**config.mk**
```make
export PLATFORM = sky130hd
export DESIGN_NAME = mk14_keypad
export DESIGN_NICKNAME = d
export VERILOG_FILES = /design/src/rtl/mk14_keypad.sv
export SDC_FILE = /design/constraint.sdc
export NUM_CORES = 1
export LEC_CHECK = 0
export BUFFER_PORTS_ARGS = -buffer_cell sky130_fd_sc_hd__buf_4
export CORE_AREA = 5 5 133 122
export CTS_CLUSTER_DIAMETER = 80
export DETAILED_ROUTE_END_ITERATION = 16
export DIE_AREA = 0 0 138 127
export PLACE_DENSITY = 0.76
export REMOVE_ABC_BUFFERS = 1
export SYNTH_ARGS = -nofsm -noshare
export SYNTH_HDL_FRONTEND = slang
export SYNTH_SLANG_ARGS = --single-unit
```
**constraint.sdc**
```tcl
create_clock -name clk -period 5.9 [get_ports clk]
set_input_delay 0.885 -clock clk [delete_from_list [all_inputs] [get_ports clk]]
set_output_delay 0.885 -clock clk [all_outputs]
set_load 0.005 [all_outputs]
```
**src/rtl/mk14_keypad.sv**
```systemverilog
// MK14 keypad front end: synchronises and debounces 20 raw keys and turns level
// changes into press/release events addressed by keyboard-matrix row and bit.
module mk14_keypad #(
  parameter int CLOCK_FREQ_MHZ = 50,
  parameter int DEBOUNCE_US    = 1000,
  parameter int STABLE_SAMPLES = 4
) (
  input  logic        clk,
  input  logic        rst_n,
  input  logic [19:0] keys_raw,
  output logic [19:0] key_state,
  output logic        kbd_write_en,
  output logic [2:0]  kbd_addr,
  output logic [2:0]  kbd_bit,
  output logic        kbd_pressed,
  output logic        busy
);

  localparam int TICKS = CLOCK_FREQ_MHZ * DEBOUNCE_US;
  localparam int CNT_W = (TICKS > 1) ? $clog2(TICKS) : 1;
  localparam logic [CNT_W-1:0] CNT_MAX = CNT_W'(TICKS - 1);
  localparam logic [4:0] LAST_KEY = 5'd19;

  typedef enum logic {INIT, RUN} state_t;

  logic [19:0]      sync1_reg, sync2_reg;
  logic [CNT_W-1:0] cnt_reg;
  logic             tick;
  logic [19:0]      debounced;

  always_ff @(posedge clk) begin
    if (!rst_n) begin
      sync1_reg <= '0;
      sync2_reg <= '0;
      cnt_reg   <= '0;
    end else begin
      sync1_reg <= keys_raw;
      sync2_reg <= sync1_reg;
      cnt_reg   <= tick ? '0 : cnt_reg + CNT_W'(1);
    end
  end

  assign tick = (cnt_reg == CNT_MAX);

  // Each key keeps its own sample history; its debounced level moves only on a unanimous history.
  genvar gi;
  generate
    for (gi = 0; gi < 20; gi++) begin : g_key
      logic [STABLE_SAMPLES-1:0] hist_reg;
      logic                      level_reg;

      always_ff @(posedge clk) begin
        if (!rst_n) begin
          hist_reg  <= '0;
          level_reg <= 1'b0;
        end else begin
          if (tick)
            hist_reg <= {hist_reg[STABLE_SAMPLES-2:0], sync2_reg[gi]};
          if (&hist_reg)
            level_reg <= 1'b1;
          else if (hist_reg == '0)
            level_reg <= 1'b0;
        end
      end

      assign debounced[gi] = level_reg;
    end
  endgenerate

  assign key_state = debounced;

  // Returns {row address, bit} of a key in the MK14 matrix.
  function automatic logic [5:0] key_map(input logic [4:0] k);
    logic [5:0] m;
    m = 6'd0;
    if (k < 5'd8)
      m = {k[2:0], 3'd7};
    else if (k < 5'd10)
      m = {2'b00, k[0], 3'd6};
    else begin
      case (k)
        5'd10:   m = {3'd0, 3'd4};
        5'd11:   m = {3'd1, 3'd4};
        5'd12:   m = {3'd3, 3'd4};
        5'd13:   m = {3'd4, 3'd4};
        5'd14:   m = {3'd6, 3'd4};
        5'd15:   m = {3'd7, 3'd4};
        5'd16:   m = {3'd2, 3'd5};
        5'd17:   m = {3'd3, 3'd5};
        5'd18:   m = {3'd4, 3'd5};
        5'd19:   m = {3'd7, 3'd5};
        default: m = 6'd0;
      endcase
    end
    return m;
  endfunction

  state_t      state_reg, state_next;
  logic [4:0]  ptr_reg, ptr_next;
  logic [19:0] reported_reg, reported_next;
  logic        we_reg, we_next;
  logic [2:0]  addr_reg, addr_next;
  logic [2:0]  bit_reg, bit_next;
  logic        pressed_reg, pressed_next;
  logic        busy_reg, busy_next;
  logic [5:0]  ptr_map;

  assign ptr_map = key_map(ptr_reg);

  always_comb begin
    state_next    = state_reg;
    ptr_next      = (ptr_reg == LAST_KEY) ? 5'd0 : ptr_reg + 5'd1;
    reported_next = reported_reg;
    we_next       = 1'b0;
    addr_next     = addr_reg;
    bit_next      = bit_reg;
    pressed_next  = pressed_reg;
    // Registered one cycle late so busy covers the final replay strobe.
    busy_next     = (state_reg == INIT);
    case (state_reg)
      INIT: begin
        we_next      = 1'b1;
        pressed_next = 1'b0;
        addr_next    = ptr_map[5:3];
        bit_next     = ptr_map[2:0];
        if (ptr_reg == LAST_KEY)
          state_next = RUN;
      end
      RUN: begin
        if (debounced[ptr_reg] != reported_reg[ptr_reg]) begin
          we_next                = 1'b1;
          pressed_next           = debounced[ptr_reg];
          addr_next              = ptr_map[5:3];
          bit_next               = ptr_map[2:0];
          reported_next[ptr_reg] = debounced[ptr_reg];
        end
      end
      default: state_next = INIT;
    endcase
  end

  always_ff @(posedge clk) begin
    if (!rst_n) begin
      state_reg    <= INIT;
      ptr_reg      <= 5'd0;
      reported_reg <= '0;
      we_reg       <= 1'b0;
      addr_reg     <= 3'd0;
      bit_reg      <= 3'd0;
      pressed_reg  <= 1'b0;
      busy_reg     <= 1'b1;
    end else begin
      state_reg    <= state_next;
      ptr_reg      <= ptr_next;
      reported_reg <= reported_next;
      we_reg       <= we_next;
      addr_reg     <= addr_next;
      bit_reg      <= bit_next;
      pressed_reg  <= pressed_next;
      busy_reg     <= busy_next;
    end
  end

  assign kbd_write_en = we_reg;
  assign kbd_addr     = addr_reg;
  assign kbd_bit      = bit_reg;
  assign kbd_pressed  = pressed_reg;
  assign busy         = busy_reg;

endmodule

```
==> impl_results.md <==
* Seq/Total Area, Yosys at 49.42%
* CTS sink count at 196
* Final Max Tran Viols at 0
* Final WL at 15520 um
* Initial antenna violation count at 0
* Syn Inst Count at 914
* Tcrit/Tclk final at 49.97%
* Critical R2R Capture: kbd_addr[0]
* Top cell type's share of synthesized area at 49.42%
* Met1 GRT Util at 24.98%
* Antenna cells at 0
* Hold_buf cts at 0
* Synthesis Warnings at 0
* Largest area contributor in the netlist: dfxtp_1
* PortBufs at 50
* Vias per std cell at 5.444
* Cell Chain, Critical Path: mux4_2 > mux2i_4 > o311a_2 > a211oi_1 > nor4_1 > a211oi_2
* Busiest grt layer: met2
* Crit path max-delay family: flip-flops
* Largest register FFs at 80
* Initial DRC count at 522
* Drt pass-1 iters at 5
* Final hold vios at 0
* PostCTS Resize Cnt at 0
* Max rail drop VDD at 218.3 uV
* Met2 Use GR at 27.93%
* Max-cap viol count at 0
* Crit. End Element: flop
* Dominant cells by area after synthesis: dfxtp_1 (49%), nand2_1 (9.2%), a21oi_1 (7.3%)
* Setup TNS at 0 ps
* Die Y at 127 um
* GRT met3 Usage at 4.671%
* Post-Syn Area per Cell at 8.686 um2
* Crit path from: ptr_reg[1]
* Reg clk slew, reported paths at 60 ps
* Largest net degree at the start of global routing at 83
* Post-DP HPWL at 9495 um
* Peak Freq at 339.2 MHz
* GP Congestion at 0.8437
* Io pins at 51
* CTS Buf Count at 17
* Primary FF master, synth: dfxtp_1
* NumNets Final at 942
* Root Buffer: clkbuf_16
* Area of the core at 14610 um2
* Rows at 42
* CP Max Fanout at 20
* Startpoint types: flop
* Worst path slowest cell: dfxtp_1
* Maximum clock path buffer count at 2
* Worst Path Required at 6170 ps
* Slew headroom at 27.35%
* Max stage delay on crit path at 1040 ps
* Status: complete, no violations
* Design area at 8836 um2
* Worst Setup EP: kbd_addr[0]
* Total track usage at 18.17%
* Share of layout cells above drive strength 1 at 12.10%
* Power Dens Cells at 303.4 nW/um2
* Clock latency on the worst-skew pair at 430 ps
* Initial core utilization at 54.34%
* Number of global-route vias before repair at 5616
* Area grow syn2layout at 11.30%
* Total gr overflow at 0
* Fin util at 60.48%
* CTS tree: done
* RSZ-0062 raised after global routing: no
* Critical Path Stages at 6
* WL per Instance at 13.81 um
* Fin crit period at 2948 ps
* Asr flop ratio synth at 0%
* ANT nets after route at 0
* Critical path arrival at 3220 ps
* Die ar. at 17530 um2
* Post-CTS Setup Inserts at 0
* Synth cell types at 56
* Leak Pwr at 3.345 nW
* Post-synth EDFFs at 0
* Placed cell area at 8203 um2
* Reg2reg path depth at 6
* Clock Skew at 11.36 ps
* WS Path Type: flop to flop
* H-tree depth at 4
* Post-synth design cell area at 7939 um2
* Synth Register Bits at 196
* Hold Crit Class: flop to flop
* Worst r2r src: ptr_reg[1]
* R2R Setup Slk at 2950 ps
* Post-route DRC at 0
* Worst Path Buf+Inv at 0
* Vias after detailed routing at 6119
* Width of the die at 138 um
* Final setup vio count at 0
* First-pass GRT wire length at 26680 um
* Worst Tran Pin Value at 1088 ps
==> final cells by class <==
cell class / instances / area [um2]
repair buffers: 53 / 397.9
well taps: 198 / 247.7
multi-input cells: 633 / 3587
clock inverters: 10 / 168.9
flip-flops and latches: 196 / 3924
inverters: 12 / 46.29
clock buffers: 22 / 464.2
fillers: 1318 / 5773
==> through the flow <==
stage | cells | hold WS [ps] | setup slack, ps | total power [mW]
5_1_grt | 1124 | 443.3 | 2745 | 2.775
3_3_place_gp | 1092 | 412.4 | 2586 | 1.481
2_1_floorplan | 841 | 411.8 | 2625 | 1.441
3_5_place_dp | 1092 | 418.7 | 2551 | 1.482
4_1_cts | 1124 | 435.6 | 2953 | 2.704
6_report | 1124 | 432.9 | 2952 | 2.681
==> cell usage after synthesis (2+ instances only) <==
cell type and number:
dfxtp_1 196, nand2_1 194, a21oi_1 116, nor2_1 49, and2_1 41, o21ai_0 40
clkbuf_1 39, o31ai_1 28, and3_1 26, buf_4 21, nand3_1 15, a31oi_1 12
inv_1 10, mux2i_1 9, xor2_1 9, xnor2_1 8, ha_1 7, a41o_1 6
mux4_2 6, nor2b_1 6, a211oi_2 5, buf_2 5, buf_1 4, buf_6 4
nor3_1 4, nor4_1 4, a2bb2oi_1 3, mux2_2 3, nand2b_1 3, nand4_1 3
o21a_1 3, or3_1 3, a211o_1 2, a211oi_1 2, a21o_1 2, inv_2 2
nand2_2 2, nor3b_2 2, o21ai_1 2, o22ai_1 2
==> layout by cell type (no fill, tap or decap), types with 12 or more instances in the layout <==
| cell type | netlist | routed |
|---|---|---|
| dfxtp_1 | 196 | 196 |
| nand2_1 | 194 | 194 |
| a21oi_1 | 116 | 116 |
| buf_4 | 21 | 53 |
| nor2_1 | 49 | 49 |
| and2_1 | 41 | 41 |
| o21ai_0 | 40 | 40 |
| o31ai_1 | 28 | 28 |
| and3_1 | 26 | 25 |
| clkbuf_16 | 0 | 17 |
| nand3_1 | 15 | 14 |
| a31oi_1 | 12 | 12 |
==> worst min-delay path by stage <==
stage,start,end,cells after the start
after floorplan,sync1_reg[0],sync2_reg[0],1
after global placement,sync1_reg[0],sync2_reg[0],1
after detailed placement,sync1_reg[15],sync2_reg[15],1
after CTS,sync1_reg[15],sync2_reg[15],1
after global routing,sync1_reg[2],sync2_reg[2],1
final,sync1_reg[4],sync2_reg[4],1
==> routing by layer <==
| layer | wire length [um] | vias up |
|---|---|---|
| met1 | 7546 | 2848 |
| met5 | 0 | - |
| met3 | 790 | 14 |
| met4 | 172 | 0 |
| li1 | - | 3124 |
| met2 | 7013 | 133 |
==> logic make-up after synthesis <==
family                   after synthesis  synth area share [%]
multiplexers                          19                 3.546
adder cells (fa/ha/maj)                7                 1.103
AO/OA/AOI/OAI                        232                 17.90
XOR/XNOR                              17                 1.876
AND/OR/NAND/NOR                      358                 20.68
flip-flops                           196                 49.42
buffers and inverters                 85                 5.469
==> power breakdown <==
part / leakage, nW / switching [mW] / internal, mW
Sequential: 1.59 / 0.0189 / 1.34
Clock: 0.303 / 0.491 / 0.738
Combinational: 1.45 / 0.0524 / 0.0398
Total: 3.34 / 0.562 / 2.12
No activity file was read; power rests on OpenSTA's default activity.
